--- src/rtl/mac_window_feeder_if.sv ---
// Column-memory read port and 3x3 window output bundle between mac_window_feeder and its neighbours.
// The master modport is the feeder side; the slave modport is the SRAM/mac side.
interface mac_window_feeder_if #(
  parameter int AW = 17
);
  logic          o_mem_en;
  logic [AW-1:0] o_mem_addr;
  logic [23:0]   i_img_data;
  logic [23:0]   i_wgt_data;
  logic [71:0]   o_im;
  logic [35:0]   o_ker;
  logic          o_valid;

  modport master (
    output o_mem_en, o_mem_addr, o_im, o_ker, o_valid,
    input  i_img_data, i_wgt_data
  );

  modport slave (
    input  o_mem_en, o_mem_addr, o_im, o_ker, o_valid,
    output i_img_data, i_wgt_data
  );
endinterface

--- src/rtl/mac_window_feeder.sv ---
// Reads N image/weight columns and slides 3x3 windows into mac; o_valid 2 cycles after each column read once 3 are resident.
// i_hold stalls only new reads (in-flight columns still shift); FEEDER_PERF_CNT_EN adds the o_hold_cycles counter.
module mac_window_feeder #(
  parameter int N  = 128,
  parameter int AW = 17
) (
  input  logic        clk,
  input  logic        rstn,
  input  logic        i_start,
  input  logic        i_hold,
  output logic        o_busy,
  output logic        o_done,
`ifdef FEEDER_PERF_CNT_EN
  output logic [15:0] o_hold_cycles,
`endif
  mac_window_feeder_if.master bus
);

  if (N < 3) begin : g_bad_n
    $error("mac_window_feeder: N must be >= 3");
  end

  localparam logic [AW-1:0] LAST_ADDR = AW'(N - 1);

  typedef enum logic [1:0] {IDLE, FETCH, DRAIN} state_e;

  state_e        state_q, state_d;
  logic          start_acc, issue, last_shift;
  logic [AW-1:0] issue_addr;
  logic [AW-1:0] next_addr_q;
  logic [AW-1:0] mem_addr_q;
  logic          mem_en_q;
  logic          rd_v_q;
  logic [1:0]    col_cnt_q;
  logic [71:0]   im_q;
  logic [35:0]   ker_q;
  logic          valid_q;
  logic          done_q;

  always_comb begin
    state_d    = state_q;
    start_acc  = 1'b0;
    // Last column is in flight once nothing further is being read.
    last_shift = (state_q == DRAIN) && rd_v_q && !mem_en_q;
    case (state_q)
      IDLE:    if (i_start) begin
                 start_acc = 1'b1;
                 state_d   = FETCH;
               end
      FETCH:   if (!i_hold && next_addr_q == LAST_ADDR) state_d = DRAIN;
      DRAIN:   if (last_shift) state_d = IDLE;
      default: state_d = IDLE;
    endcase
    issue      = ((state_q == FETCH) || start_acc) && !i_hold;
    issue_addr = start_acc ? '0 : next_addr_q;
  end

  always_ff @(posedge clk) begin
    if (!rstn) state_q <= IDLE;
    else       state_q <= state_d;
  end

  always_ff @(posedge clk) begin
    if (!rstn) begin
      mem_en_q    <= 1'b0;
      mem_addr_q  <= '0;
      next_addr_q <= '0;
      rd_v_q      <= 1'b0;
      col_cnt_q   <= 2'd0;
      im_q        <= '0;
      ker_q       <= '0;
      valid_q     <= 1'b0;
      done_q      <= 1'b0;
    end else begin
      mem_en_q <= issue;
      if (issue) begin
        mem_addr_q  <= issue_addr;
        next_addr_q <= issue_addr + AW'(1);
      end else if (start_acc) begin
        mem_addr_q  <= '0;
        next_addr_q <= '0;
      end
      rd_v_q  <= mem_en_q;
      valid_q <= rd_v_q && (col_cnt_q >= 2'd2);
      done_q  <= last_shift;
      if (start_acc) begin
        im_q      <= '0;
        ker_q     <= '0;
        col_cnt_q <= 2'd0;
      end else if (rd_v_q) begin
        for (int r = 0; r < 3; r++) begin
          im_q[(3*r)*8 +: 8]    <= im_q[(3*r+1)*8 +: 8];
          im_q[(3*r+1)*8 +: 8]  <= im_q[(3*r+2)*8 +: 8];
          im_q[(3*r+2)*8 +: 8]  <= bus.i_img_data[8*r +: 8];
          ker_q[(3*r)*4 +: 4]   <= ker_q[(3*r+1)*4 +: 4];
          ker_q[(3*r+1)*4 +: 4] <= ker_q[(3*r+2)*4 +: 4];
          ker_q[(3*r+2)*4 +: 4] <= bus.i_wgt_data[8*r +: 4];
        end
        if (col_cnt_q != 2'd3) col_cnt_q <= col_cnt_q + 2'd1;
      end
    end
  end

`ifdef FEEDER_PERF_CNT_EN
  logic [15:0] hold_cnt_q;

  always_ff @(posedge clk) begin
    if (!rstn || start_acc) begin
      hold_cnt_q <= '0;
    end else if (state_q == FETCH && i_hold && hold_cnt_q != 16'hFFFF) begin
      hold_cnt_q <= hold_cnt_q + 16'd1;
    end
  end

  assign o_hold_cycles = hold_cnt_q;
`endif

  // Upper nibble of each weight lane carries no kernel data.
  logic unused_wgt;
  assign unused_wgt = ^{bus.i_wgt_data[23:20], bus.i_wgt_data[15:12], bus.i_wgt_data[7:4]};

  assign o_busy         = (state_q != IDLE);
  assign o_done         = done_q;
  assign bus.o_mem_en   = mem_en_q;
  assign bus.o_mem_addr = mem_addr_q;
  assign bus.o_im       = im_q;
  assign bus.o_ker      = ker_q;
  assign bus.o_valid    = valid_q;

endmodule

--- src/flat_wrapper.sv ---
// flat-port wrapper written by rule: the top's interface ports become plain ports
module mac_window_feeder_flat 
#(
  parameter int N  = 128,
  parameter int AW = 17
)
  (clk, rstn, i_start, i_hold, o_busy, o_done, bus_o_mem_en, bus_o_mem_addr, bus_o_im, bus_o_ker, bus_o_valid, bus_i_img_data, bus_i_wgt_data);
  mac_window_feeder_if #(.AW(AW)) bus_i ();
  input  logic clk;
  input  logic rstn;
  input  logic i_start;
  input  logic i_hold;
  output logic o_busy;
  output logic o_done;
  output wire logic [$bits(bus_i.o_mem_en)-1:0] bus_o_mem_en;
  output wire logic [$bits(bus_i.o_mem_addr)-1:0] bus_o_mem_addr;
  output wire logic [$bits(bus_i.o_im)-1:0] bus_o_im;
  output wire logic [$bits(bus_i.o_ker)-1:0] bus_o_ker;
  output wire logic [$bits(bus_i.o_valid)-1:0] bus_o_valid;
  input wire logic [$bits(bus_i.i_img_data)-1:0] bus_i_img_data;
  input wire logic [$bits(bus_i.i_wgt_data)-1:0] bus_i_wgt_data;
  assign bus_o_mem_en = bus_i.o_mem_en;
  assign bus_o_mem_addr = bus_i.o_mem_addr;
  assign bus_o_im = bus_i.o_im;
  assign bus_o_ker = bus_i.o_ker;
  assign bus_o_valid = bus_i.o_valid;
  assign bus_i.i_img_data = bus_i_img_data;
  assign bus_i.i_wgt_data = bus_i_wgt_data;
  mac_window_feeder #(.N(N), .AW(AW)) u_core (.clk(clk), .rstn(rstn), .i_start(i_start), .i_hold(i_hold), .o_busy(o_busy), .o_done(o_done), .bus(bus_i));
endmodule
--- config.mk ---
export PLATFORM = sky130hd
export DESIGN_NAME = mac_window_feeder_flat
export DESIGN_NICKNAME = d
export VERILOG_FILES = /design/src/rtl/mac_window_feeder_if.sv /design/src/rtl/mac_window_feeder.sv /design/src/flat_wrapper.sv
export SDC_FILE = /design/constraint.sdc
export NUM_CORES = 1
export LEC_CHECK = 0
export CAP_MARGIN = 20
export CORE_ASPECT_RATIO = 1.4
export CORE_MARGIN = 2
export CORE_UTILIZATION = 62
export DETAILED_ROUTE_END_ITERATION = 16
export DONT_BUFFER_PORTS = 1
export GPL_ROUTABILITY_DRIVEN = 0
export GPL_TIMING_DRIVEN = 0
export PLACE_DENSITY = 0.78
export SYNTH_ARGS = -nofsm -noshare
export SYNTH_HDL_FRONTEND = slang
export SYNTH_SLANG_ARGS = --single-unit
--- constraint.sdc ---
create_clock -name clk -period 2.47 [get_ports clk]
set_input_delay 0.494 -clock clk [delete_from_list [all_inputs] [get_ports clk]]
set_output_delay 0.494 -clock clk [all_outputs]
set_load 0.03 [all_outputs]
==> results by stage, run 1 <==
GRT:
- The initial antenna violation count is 0.
- Entering global routing, the biggest net connects 17 pins.
- The wire length of the first global-routing pass is roughly 20000 um.
- The total global routing overflow is 0.
- The all-layer global routing usage is about a quarter.
- The via count of the first global-routing pass is 4239.

Logic synthesis:
- The synthesized area per cell is 9.87 um2.
- The yosys synthesis warning count is 0.
- The net count of the mapped netlist is 619.
- In this run, synthesis produced a sequential element count of 150.
- Among all flip-flop cells after synthesis, the most frequent one is dfxtp_1.
- The top cell type by area accounts for 53.9% of the synthesized area.
- Synthesis produced a netlist whose cell count is approximately 560.
- The number of different library cells in the post-synthesis netlist is 46.
- For this run, the register share of the synthesized area comes to a little over half.
- The proportion of register bits with asynchronous set or reset after synthesis is 0%.
- The most numerous cell in the Yosys netlist is dfxtp_1.
- The cell taking the most area after synthesis is dfxtp_1.
- The area of the mapped netlist is between 5000 and 6000 um2.
- The commonest cells after synthesis are dfxtp_1, nor2_1, mux2i_1.
- The number of flops mapped to enable cells by yosys is 0.
- In the post-synthesis netlist, the biggest area contributors are dfxtp_1, mux2i_1, nor2_1.

STA:
- For this run, the top clock speed supported by timing is between 400 and 500 MHz.
- The worst hold slack across all endpoints is around 0.24 ns.
- At the pin with the least slew margin, the transition time is about 0.85 ns.
- The number of max-slew violations in the final report was 0.
- The worst pin sits at a relative slew slack of between 40% and 50%.
- The number of endpoints with negative hold slack in the final report is 0.
- Setup repair after global routing left no endpoint under its margin.
- The final clock skew is 0.00989 ns.
- The final critical path takes up around 94% of the cycle.
- Summed over all failing endpoints, the final setup total negative slack is 0 ns.
- The shortest clock period the worst path allows after layout is about 2.3 ns.
- Setup violations remaining at the end of the flow were counted as 0.

Min path:
- In this run the worst hold path is classified as in2reg.

Worst setup path:
- The number of buffer and inverter stages on the critical path is 3.
- The family with the most delay on the worst path is simple AND/OR/NAND/NOR gates.
- The worst setup path is launched from a register.
- The cell with the largest stage delay on the worst path is dfxtp_1.
- Walking the worst path, the cells encountered are or3b_2 > buf_2 > nand2_1 > inv_1 > ha_1 > nand4b_1 > buf_6 > or3_2 > a21oi_1.
- For this run, the slowest stage of the critical path takes roughly 0.45 ns.
- The worst setup path is captured at a register.
- STA puts the critical path data required time at between 2 and 3 ns.
- The critical path is of the reg2reg type.
- The arrival time of data at the critical path endpoint is between 2 and 3 ns.
- In this run the worst path has a maximum fanout of 10.

Power:
- The power density of the placed cells is about 870 nW/um2.
- The internal power component is roughly 4300 uW.
- The share of total power dissipated in sequential elements is a little under half.
- Combinational logic is responsible for 5.5% of the overall power.
- The analysis attributes to cell leakage a power of approximately 0.0021 uW.
- The clock network accounts for between 40% and 50% of the total power.
- The switching power total is ~1200 uW.
- The switching part of the total power is a little over a fifth.
- The worst-case IR drop observed on VDD is 0.616 mV.

Clocking:
- The number of setup buffers added after CTS is 0.
- At the later pin of the worst-skew pair, clock insertion delay measures 0.41 ns.
- In this run the clock root is driven by a clkbuf_16.
- The number of gates resized after cts is 0.
- For this design, the sink count on the clock tree is 150.
- Clock-pin slew was measured on the worst setup and hold paths at around 0.060 ns.
- The clock tree from TritonCTS is done.
- The post-cts hold buffer count is 0.
- Clock tree synthesis inserted a total of 17 buffers.
- The H-tree was split into 4 levels.
- No sink is reached through more buffers than the 2 on the longest clock path.

Drt:
- The first detailed-routing pass took 4 iterations.
- The count of routing violations after the opening detailed-route iteration is approximately 240.
- Once detail routing completed, the nets flagged for antenna violations numbered 0.
- In the routed layout, each cell is associated on average with a via count of roughly 5.8.
- The total via count after detailed routing is a little over 4000.
- In the routed design, unresolved DRC markers number 0.
- The total routed wirelength is between 10000 and 15000 um.
- The detail-routed net length per standard cell is between 15 and 20 um.

Placed design:
- The count of buffers added on input and output ports is 0.
- Detailed placement finished with a half-perimeter wire length of 9120 um.
- The post-placement cell area is ~5700 um2.

Finish:
- The repair_antennas step left the layout with diodes totalling 0.
- With fillers left out, the area of the finished cells amounts to between 6000 and 7000 um2.
- The footprint of the multi-input gates is 2390 um2.
- The number of nets in the finished design is 638.
- The share of post-route cells with drive strength above 1 is 9.08%.
- The layout has ~650 filler cells.
- The area taken by flip-flops and latches is between 3000 and 4000 um2.
- The layout-stage area growth over the synthesis result is 13.6%.

Die:
- The floorplan step defined a core boundary enclosing ~8700 um2.
- The floorplan die width is around 84 um.
- The count of pins on the block boundary is about 180.
- The initial utilization of the core area, before any placement, comes to roughly 64%.
- The die covers ~9800 um2.
- In this run the core area contains 40 standard-cell rows.
- The die extent in y is between 100 and 150 um.

Run:
- The max-capacitance violation count is 0.

Status:
- The flow ran to the end, and the final reports show no timing, DRC or antenna violations.
==> power by group through the flow <==
stage,registers (uW),logic (uW),clock network (uW)
final,2500,303,2710
after global routing,2500,332,2830
after CTS,2500,304,2730
after detailed placement,2550,300,0
after global placement,2550,295,0
after floorplan,2550,234,0
==> metal layers <==
metal | vias to the layer above | share of wire (%) | track usage, %
li1 | 1934 | - | -
met1 | 1928 | 36 | 25.9
met2 | 149 | 55 | 49.0
met3 | 29 | 6.9 | 8.83
met4 | 0 | 2.6 | 13.2
met5 | - | 0 | 0
==> worst reg2reg max path, cell delays in order (launching register included) <==
cell	delay [ns]
dfxtp_1	0.45
or3b_2	0.16
buf_2	0.21
nand2_1	0.15
inv_1	0.09
ha_1	0.20
nand4b_1	0.21
buf_6	0.20
or3_2	0.41
a21oi_1	0.18
==> per-stage QoR <==
step | setup slack, ns | total power (uW) | util, % | std cells
4_1_cts | 0.204 | 5540 | 73.0 | 700
3_3_place_gp | 0.223 | 2850 | 65.8 | 669
2_1_floorplan | 0.449 | 2780 | - | 564
3_5_place_dp | 0.220 | 2860 | 65.8 | 669
5_1_grt | 0.0431 | 5670 | 73.0 | 700
6_report | 0.147 | 5510 | 73.0 | 700
==> final timing paths <==
check | slack [ns] | start | end | cells after the start
worst min-delay path | 0.24 | bus_i_img_data[3] | u_core.bus.o_im[19]$_SDFFE_PP0P_ | 2
worst min register to register | 0.49 | u_core.next_addr_q[5]$_SDFF_PN0_ | u_core.bus.o_mem_addr[5]$_SDFFE_PN0P_ | 2
worst max register to register | 0.15 | u_core.state_q[1]$_SDFFE_PN0P_ | u_core.next_addr_q[10]$_SDFF_PN0_ | 9
worst max-delay path | 0.15 | u_core.state_q[1]$_SDFFE_PN0P_ | u_core.next_addr_q[10]$_SDFF_PN0_ | 9
==> state kept, by name (all words and copies together) (netlist names) <==
name,cells
u_core.state_q,2
u_core.bus.o_im,72
u_core.col_cnt_q,2
u_core.bus.o_ker,36
u_core.bus.o_valid,1
u_core.o_done,1
u_core.next_addr_q,17
u_core.bus.o_mem_addr,17
u_core.rd_v_q,1
u_core.bus.o_mem_en,1
==> layout make-up <==
cell class / instances / area share [%]
tap: 105 / 2.08
multi-input combinational: 375 / 37.7
clock inverter: 8 / 2.31
buffer: 35 / 2.59
inverter: 4 / 0.237
clock buffer: 23 / 7.56
sequential: 150 / 47.5
==> kinds of logic after synthesis <==
group	count (synthesis)	share of synthesized area (%)
mux	108	19.4
simple gates	212	17.0
xor+xnor	8	1.26
flops	150	53.9
fa+ha+maj	3	0.674
buf+inv	39	3.21
compound gates	44	4.47
==> cells in the final DEF (no fill, tap or decap), types with 5 or more instances in the layout <==
cell	count
clkbuf_1	18
nand2_1	47
and2_1	7
nor2_1	117
xnor2_1	5
clkbuf_16	17
a21oi_1	25
buf_2	17
dfxtp_1	150
mux2i_1	108
o21ai_0	10
No activity file was read; power rests on OpenSTA's default activity.
==> run 2, diff against run 1 <==
PLACE_DENSITY = 0.85   (was 0.78)
==> results by stage, run 2 (synthesis results as in run 1) <==
STA:
- The worst hold slack across all endpoints is between 0.2 and 0.25 ns.
- The worst pin sits at a relative slew slack of a little over two fifths.
- Of the available clock period, the critical path in the final layout requires 93.3%.
- The final clock skew is a little under 0.007 ns.
- The shortest clock period the worst path allows after layout is approximately 2.3 ns.
- The number of endpoints with negative hold slack in the final report came to 0.
- Setup violations remaining at the end of the flow were counted as 0.
- Setup repair after global routing left no endpoint under its margin.
- The number of max-slew violations in the final report is 0.
- After routing, the total negative slack on setup checks comes to 0 ns.
- Timing would allow up to about 430 MHz.
- At the pin with the least slew margin, the transition time is 0.861 ns.

Worst setup path:
- The critical path class is reg2reg.
- Walking the worst path, the cells encountered are or3b_2 > buf_2 > nand2_1 > inv_1 > ha_1 > nand4b_1 > buf_6 > or3_2 > a21oi_1.
- The number of buffer and inverter stages on the critical path is 3.
- The arrival time of data at the critical path endpoint is ~2.6 ns.
- On the critical path the largest part of the delay comes from simple AND/OR/NAND/NOR gates.
- The worst setup path is captured at a register.
- The highest cell delay on the worst timing path is ~0.44 ns.
- For the worst setup path, the data required time is between 2 and 3 ns.
- The cell with the largest stage delay on the worst path is dfxtp_1.
- Along the worst path, the maximum fanout reaches 10.
- The worst setup path is launched from a register.

Power:
- Sequential cells account for 47.1% of the total power.
- The relative contribution of combinational cells to total power is between 5 and 6%.
- The power density of the placed cells is between 800 and 900 nW/um2.
- IR analysis of the VDD net gives a maximum drop of between 0.6 and 0.7 mV.
- Internal power comes to around 4100 uW.
- The analysis attributes to cell leakage a power of approximately 0.0021 uW.
- The switching power total is about 1200 uW.
- Net switching is between 20% and 30% of the power.
- The portion of total power attributed to the clock network is 47.2%.

Drt:
- The total via count after detailed routing is between 4000 and 5000.
- Using the TritonRoute via totals, the vias-per-cell ratio works out to between 5 and 6.
- The number of remaining DRC errors is 0.
- The count of routing violations after the opening detailed-route iteration is about 190.
- For this run, the detailed router's first-pass iteration total came to 5.
- The antenna violation net count after detailed routing is 0.
- The total routed wirelength is 12700 um.
- Dividing the detail-routed wire length by the instance count gives roughly 18 um.

Clocking:
- The number of gates resized after cts is 0.
- The cell sitting at the root of the clock tree is a clkbuf_16.
- Clock-pin slew was measured on the worst setup and hold paths at 0.06 ns.
- The post-cts hold buffer count is 0.
- The maximum number of buffers from clock root to sink is 2.
- The TritonCTS buffer count is 17.
- Buffers added to address setup during post-CTS repair amount to 0.
- The tree built by TritonCTS fans out to 150 sinks.
- For the worst-skew pair, the clock arrives at the later sink with an insertion delay of 0.41 ns.
- The H-tree was split into 4 levels.
- TritonCTS built the clock tree.

GRT:
- Summed over all layers, the global routing overflow is 0.
- Global routing used 26.0% of the available tracks across all layers.
- In the global route stage, met2 resource usage came out at between 40% and 50%.
- The largest net degree at the start of global routing is 17.
- met2 is the most crowded layer.
- The via count of the first global-routing pass is approximately 4100.
- The first global-routing pass estimated between 15000 and 20000 um of wire.
- The initial antenna violation count is 0.
- Global routing consumed, on the met3 layer, 11.1% of the routing resources.
- For this run, global-route usage on met1 was measured as between 20% and 30%.

Finish:
- The leading cell type in the layout, fill and taps excluded is dfxtp_1.
- The number of nets in the finished design is roughly 640.
- The layout-stage area growth over the synthesis result is 12.9%.
- The antenna cell count is 0.
- Fill cells in the final layout number between 600 and 700.
- After the flow finishes, the layout carries non-filler instances totaling 701.
- Registers take 3000 um2.
- The number of flip-flops under the largest register name is 72.
- In the layout the commonest cells are dfxtp_1, nor2_1, mux2i_1.
- Cells with a size suffix above 1 make up 9.73% of the layout.
- The footprint of the multi-input gates is approximately 2400 um2.

Die:
- In this run the core area contains 40 standard-cell rows.
- The initial core utilization is around 64%.
- The die is 84.1 um wide.
- The floorplan step defined a die boundary enclosing 9760 um2.
- The area inside the core boundary is approximately 8700 um2.
- roughly 180 I/O pins were placed.
- From bottom edge to top edge, the die measures 116 um.

Placed design:
- The count of input and output buffers is 0.
- The placed wire-length estimate is just under 9000 um.
- The placed cell count is ~670.

Run:
- Max-cap violations in this run came to 0.

Min path:
- The min-delay analysis places its worst path in the category in2reg.

Status:
- The run finished with clean final reports.
-- run 2: cell types whose count changed in the layout (fill, tap and decap cells not counted) --
cell / previous run / this run
clkinvlp_4: 1 / 2
bufinv_16: 4 / 2
clkbuf_8: 3 / 2
clkinv_4: 1 / 3
clkbuf_1: 18 / 15
clkinv_2: 2 / 6
-- run 2: worst paths after layout --
check,slack [ns],cells past startpoint,to,startpoint
min reg2reg,0.50,2,u_core.bus.o_mem_addr[12]$_SDFFE_PN0P_,u_core.next_addr_q[12]$_SDFF_PN0_
max reg2reg,0.16,9,u_core.next_addr_q[10]$_SDFF_PN0_,u_core.state_q[1]$_SDFFE_PN0P_
max,0.16,9,u_core.next_addr_q[10]$_SDFF_PN0_,u_core.state_q[1]$_SDFFE_PN0P_
min,0.23,2,u_core.bus.o_im[67]$_SDFFE_PP0P_,bus_i_img_data[19]
-- run 2: power groups by stage --
stage               clock network (uW)  registers [uW]  logic, uW
finish                            2500            2500        302
global route                      2630            2500        331
CTS                               2530            2500        303
detailed placement                   0            2550        299
global placement                     0            2550        290
floorplan                            0            2550        234
-- run 2: per-layer routing --
layer / share of wire [%] / wire length, um
met5: 0 / 0
met4: 3.9 / 495
met3: 8.0 / 1020
met2: 53 / 6720
met1: 35 / 4450
-- run 2: area by class of cell --
cell class	count	share of cell area, %
plain buffers	35	2.61
clock buffers	19	7.21
clock inverters	13	2.09
inverters	4	0.239
multi-input cells	375	38.0
flip-flops and latches	150	47.8
well taps	105	2.09
-- run 2: through the flow --
stage                     utilization [%]  instance area (um2)  worst slack (ns)  total power (uW)
final                                72.6                 6280             0.165              5310
after global routing                 72.6                 6280            0.0525              5460
after CTS                            72.6                 6280             0.213              5340
after detailed placement             65.8                 5700             0.162              2850
after global placement               65.8                 5700             0.234              2840
after floorplan                         -                 5570             0.449              2780
==> run 3, diff against run 2 <==
CORE_UTILIZATION = 65   (was 62)
CTS_BUF_LIST = sky130_fd_sc_hd__clkbuf_4 sky130_fd_sc_hd__clkbuf_8   (was not set)
PLACE_DENSITY = 0.88   (was 0.85)
==> results by stage, run 3 (synthesis results as in run 1) <==
GRT:
- The total global routing overflow is 0.
- Entering global routing, the biggest net connects 17 pins.
- The via count of the first global-routing pass came to 4123.
- Global routing used 27.3% of the available tracks.
- The wire length of the first global-routing pass is approximately 19000 um.
- The initial antenna violation count is 0.

Die:
- The die covers 9330 um2.
- The die extent in y is about 110 um.
- The floorplan die width is between 80 and 90 um.
- The placement row count is 39.
- Once the floorplan was initialized, standard cells occupied about two thirds of the core.
- For this design the top-level I/O count stands at around 180.
- In this run the standard cell core region covers a little over 8000 um2.

Finish:
- The final standard cell area without fillers is 6170 um2.
- The antenna cell count is 0.
- The number of flip-flops under the largest register name is just over 70.
- Of the cells placed in the final design, the portion with a size suffix greater than 1 is under 10%.
- The fill cell instance count of the final layout is between 500 and 600.
- The number of nets in the finished design is ~640.
- Leaving out fill and tap cells, the most frequent cell in the layout is dfxtp_1.
- The top cell types in the final layout, fill and taps aside, are dfxtp_1, nor2_1, mux2i_1.
- The layout-stage area growth over the synthesis result is 10.9%.
- The final core area utilization is around 75%.

Placed design:
- The placed wire-length estimate is slightly below 9000 um.
- Once placement finished, the instance area stood at around 5700 um2.
- The post-placement setup slack is 0.182 ns.
- Input and output buffers added on the ports amount to 0.

Power:
- The maximum vdd ir drop is 0.729 mV.
- The standby leakage power is 0.00206 uW.
- The total power consumption of the routed design is 5040 uW.
- The power density of the placed cells is between 800 and 900 nW/um2.

Worst setup path:
- The family with the most delay on the worst path is simple AND/OR/NAND/NOR gates.
- The arrival time of data at the critical path endpoint is about 2.7 ns.
- The data required time of the worst path is approximately 2.9 ns.
- Traced cell by cell, the critical path runs through or3b_2 > buf_2 > nand2_1 > inv_1 > ha_1 > nand4b_1 > buf_6 > or3_2 > a21oi_1.
- For flop-to-flop paths, the worst setup slack is ~0.18 ns.
- The critical path contains buffers and inverters numbering 3 combined.
- The maximum fanout along the worst path is 10.
- The worst register-to-register path begins at u_core.state_q[1]$_SDFFE_PN0P_.
- The startpoint of the worst setup timing path is u_core.state_q[1]$_SDFFE_PN0P_.
- The sort of element at the start of the critical path is a register.
- The highest cell delay on the worst timing path is 0.47 ns.
- The number of cells on the worst reg-to-reg path is 9.
- The critical path in this run is classified as reg2reg.
- The cell with the largest stage delay on the worst path is dfxtp_1.
- The worst setup path is captured at a register.
- The capture instance of the worst register-to-register path is u_core.next_addr_q[10]$_SDFF_PN0_.

STA:
- Static timing analysis puts the maximum clock frequency at between 400 and 500 MHz.
- For the pin with the worst max-slew slack, the measured transition is around 0.8 ns.
- The shortest clock period the worst path allows after layout is about 2.3 ns.
- The number of endpoints with negative hold slack in the final report came to 0.
- The worst pin sits at a relative slew slack of a little under half.
- Setup violations remaining at the end of the flow were counted as 0.
- Setup repair after global routing left no endpoint under its margin.
- The number of max-slew violations in the final report is 0.
- Adding up every negative setup slack in the final design gives 0 ns.
- The post-route worst setup slack is around 0.18 ns.
- The final worst-path cycle share is around 93%.
- The final clock skew is approximately 0.013 ns.

Drt:
- After detailed routing, the number of vias per cell comes to 5.80.
- The detail-routed net length per standard cell is around 18 um.
- The total routed wirelength is approximately 12000 um.
- In this run the remaining antenna-violating nets after routing total 0.
- The number of remaining DRC errors is 0.
- For this block, the via count after detailed routing is 4044.
- The pre-antenna-repair detailed-routing pass consisted of 5 iterations.
- The count of routing violations after the opening detailed-route iteration is between 150 and 200.

Clocking:
- Buffers inserted during clock tree synthesis total 17.
- TritonCTS built the clock tree.
- The register clock-pin slew on the reported worst setup and hold paths is ~0.08 ns.
- The number of gates resized after cts is 0.
- In this run the number of H-tree levels came out at 4.
- The number of sinks handled by clock tree synthesis is 150.
- The clock reaches the later pin of the worst-skew pair after between 0.4 and 0.5 ns.
- Clock tree synthesis selected as its root buffer the cell clkbuf_8.
- Once the clock tree was built, the setup fixing pass inserted 0 buffers.
- The post-cts hold buffer count is 0.
- The maximum number of buffers from clock root to sink is 2.

Min path:
- The path class of the tightest hold or removal check is in2reg.
- The startpoint of the lowest-slack hold path is rstn.
- Along the worst hold path, the cell count comes to 1.
- The worst hold path terminates at u_core.next_addr_q[1]$_SDFF_PN0_.

Run:
- Max-cap violations in this run came to 0.

Status:
- The flow ran to the end, and the final reports show no timing, DRC or antenna violations.
[run 3: cell types whose count changed in the layout (fill, tap and decap cells not counted)]
cell        previous run  this run
clkinv_2               6         4
clkinv_4               3         0
clkbuf_8               2        19
clkbuf_16             17         0
bufinv_16              2         6
clkbuf_4               0         2
clkinvlp_4             2         0
[run 3: how the worst max path moves through the flow]
stage | depth (start not counted) | endpoint
after CTS | 9 | u_core.next_addr_q[10]$_SDFF_PN0_
final | 9 | u_core.next_addr_q[10]$_SDFF_PN0_
after global placement | 9 | u_core.next_addr_q[10]$_SDFF_PN0_
after detailed placement | 9 | u_core.next_addr_q[10]$_SDFF_PN0_
after floorplan | 8 | u_core.next_addr_q[16]$_SDFF_PN0_
after global routing | 9 | u_core.next_addr_q[10]$_SDFF_PN0_
[run 3: area by class of cell]
class | count | area (um2) | share of cell area [%]
Inverter | 4 | 15.0 | 0.243
Multi-Input combinational cell | 375 | 2390 | 38.7
Buffer | 35 | 164 | 2.66
Sequential cell | 150 | 3000 | 48.7
Clock buffer | 21 | 277 | 4.48
Clock inverter | 10 | 200 | 3.24
Tap cell | 102 | 128 | 2.07
[run 3: layer usage]
metal	vias to the layer above	GRT usage, %	routed length [um]
met4	0	12.9	405
met5	-	0	0
met1	1884	27.1	4360
met2	191	47.0	6540
met3	37	12.3	1140
li1	1932	-	-
[run 3: worst register-to-register path, stage by stage, from the launching register on]
cell	delay, ns
dfxtp_1	0.47
or3b_2	0.17
buf_2	0.21
nand2_1	0.16
inv_1	0.09
ha_1	0.18
nand4b_1	0.20
buf_6	0.20
or3_2	0.41
a21oi_1	0.14
[run 3: report_power, final]
part	switching (uW)	internal, uW	leakage (uW)
Sequential	58.1	2440	0.00121
Combinational	205	97.5	0.000603
Clock	865	1370	0.000246
[run 3: through the flow]
stage | cells | hold slack [ns]
finish | 697 | 0.197
floorplan | 564 | 0.454
global route | 697 | 0.178
global placement | 666 | 0.472
CTS | 697 | 0.184
detailed placement | 666 | 0.486
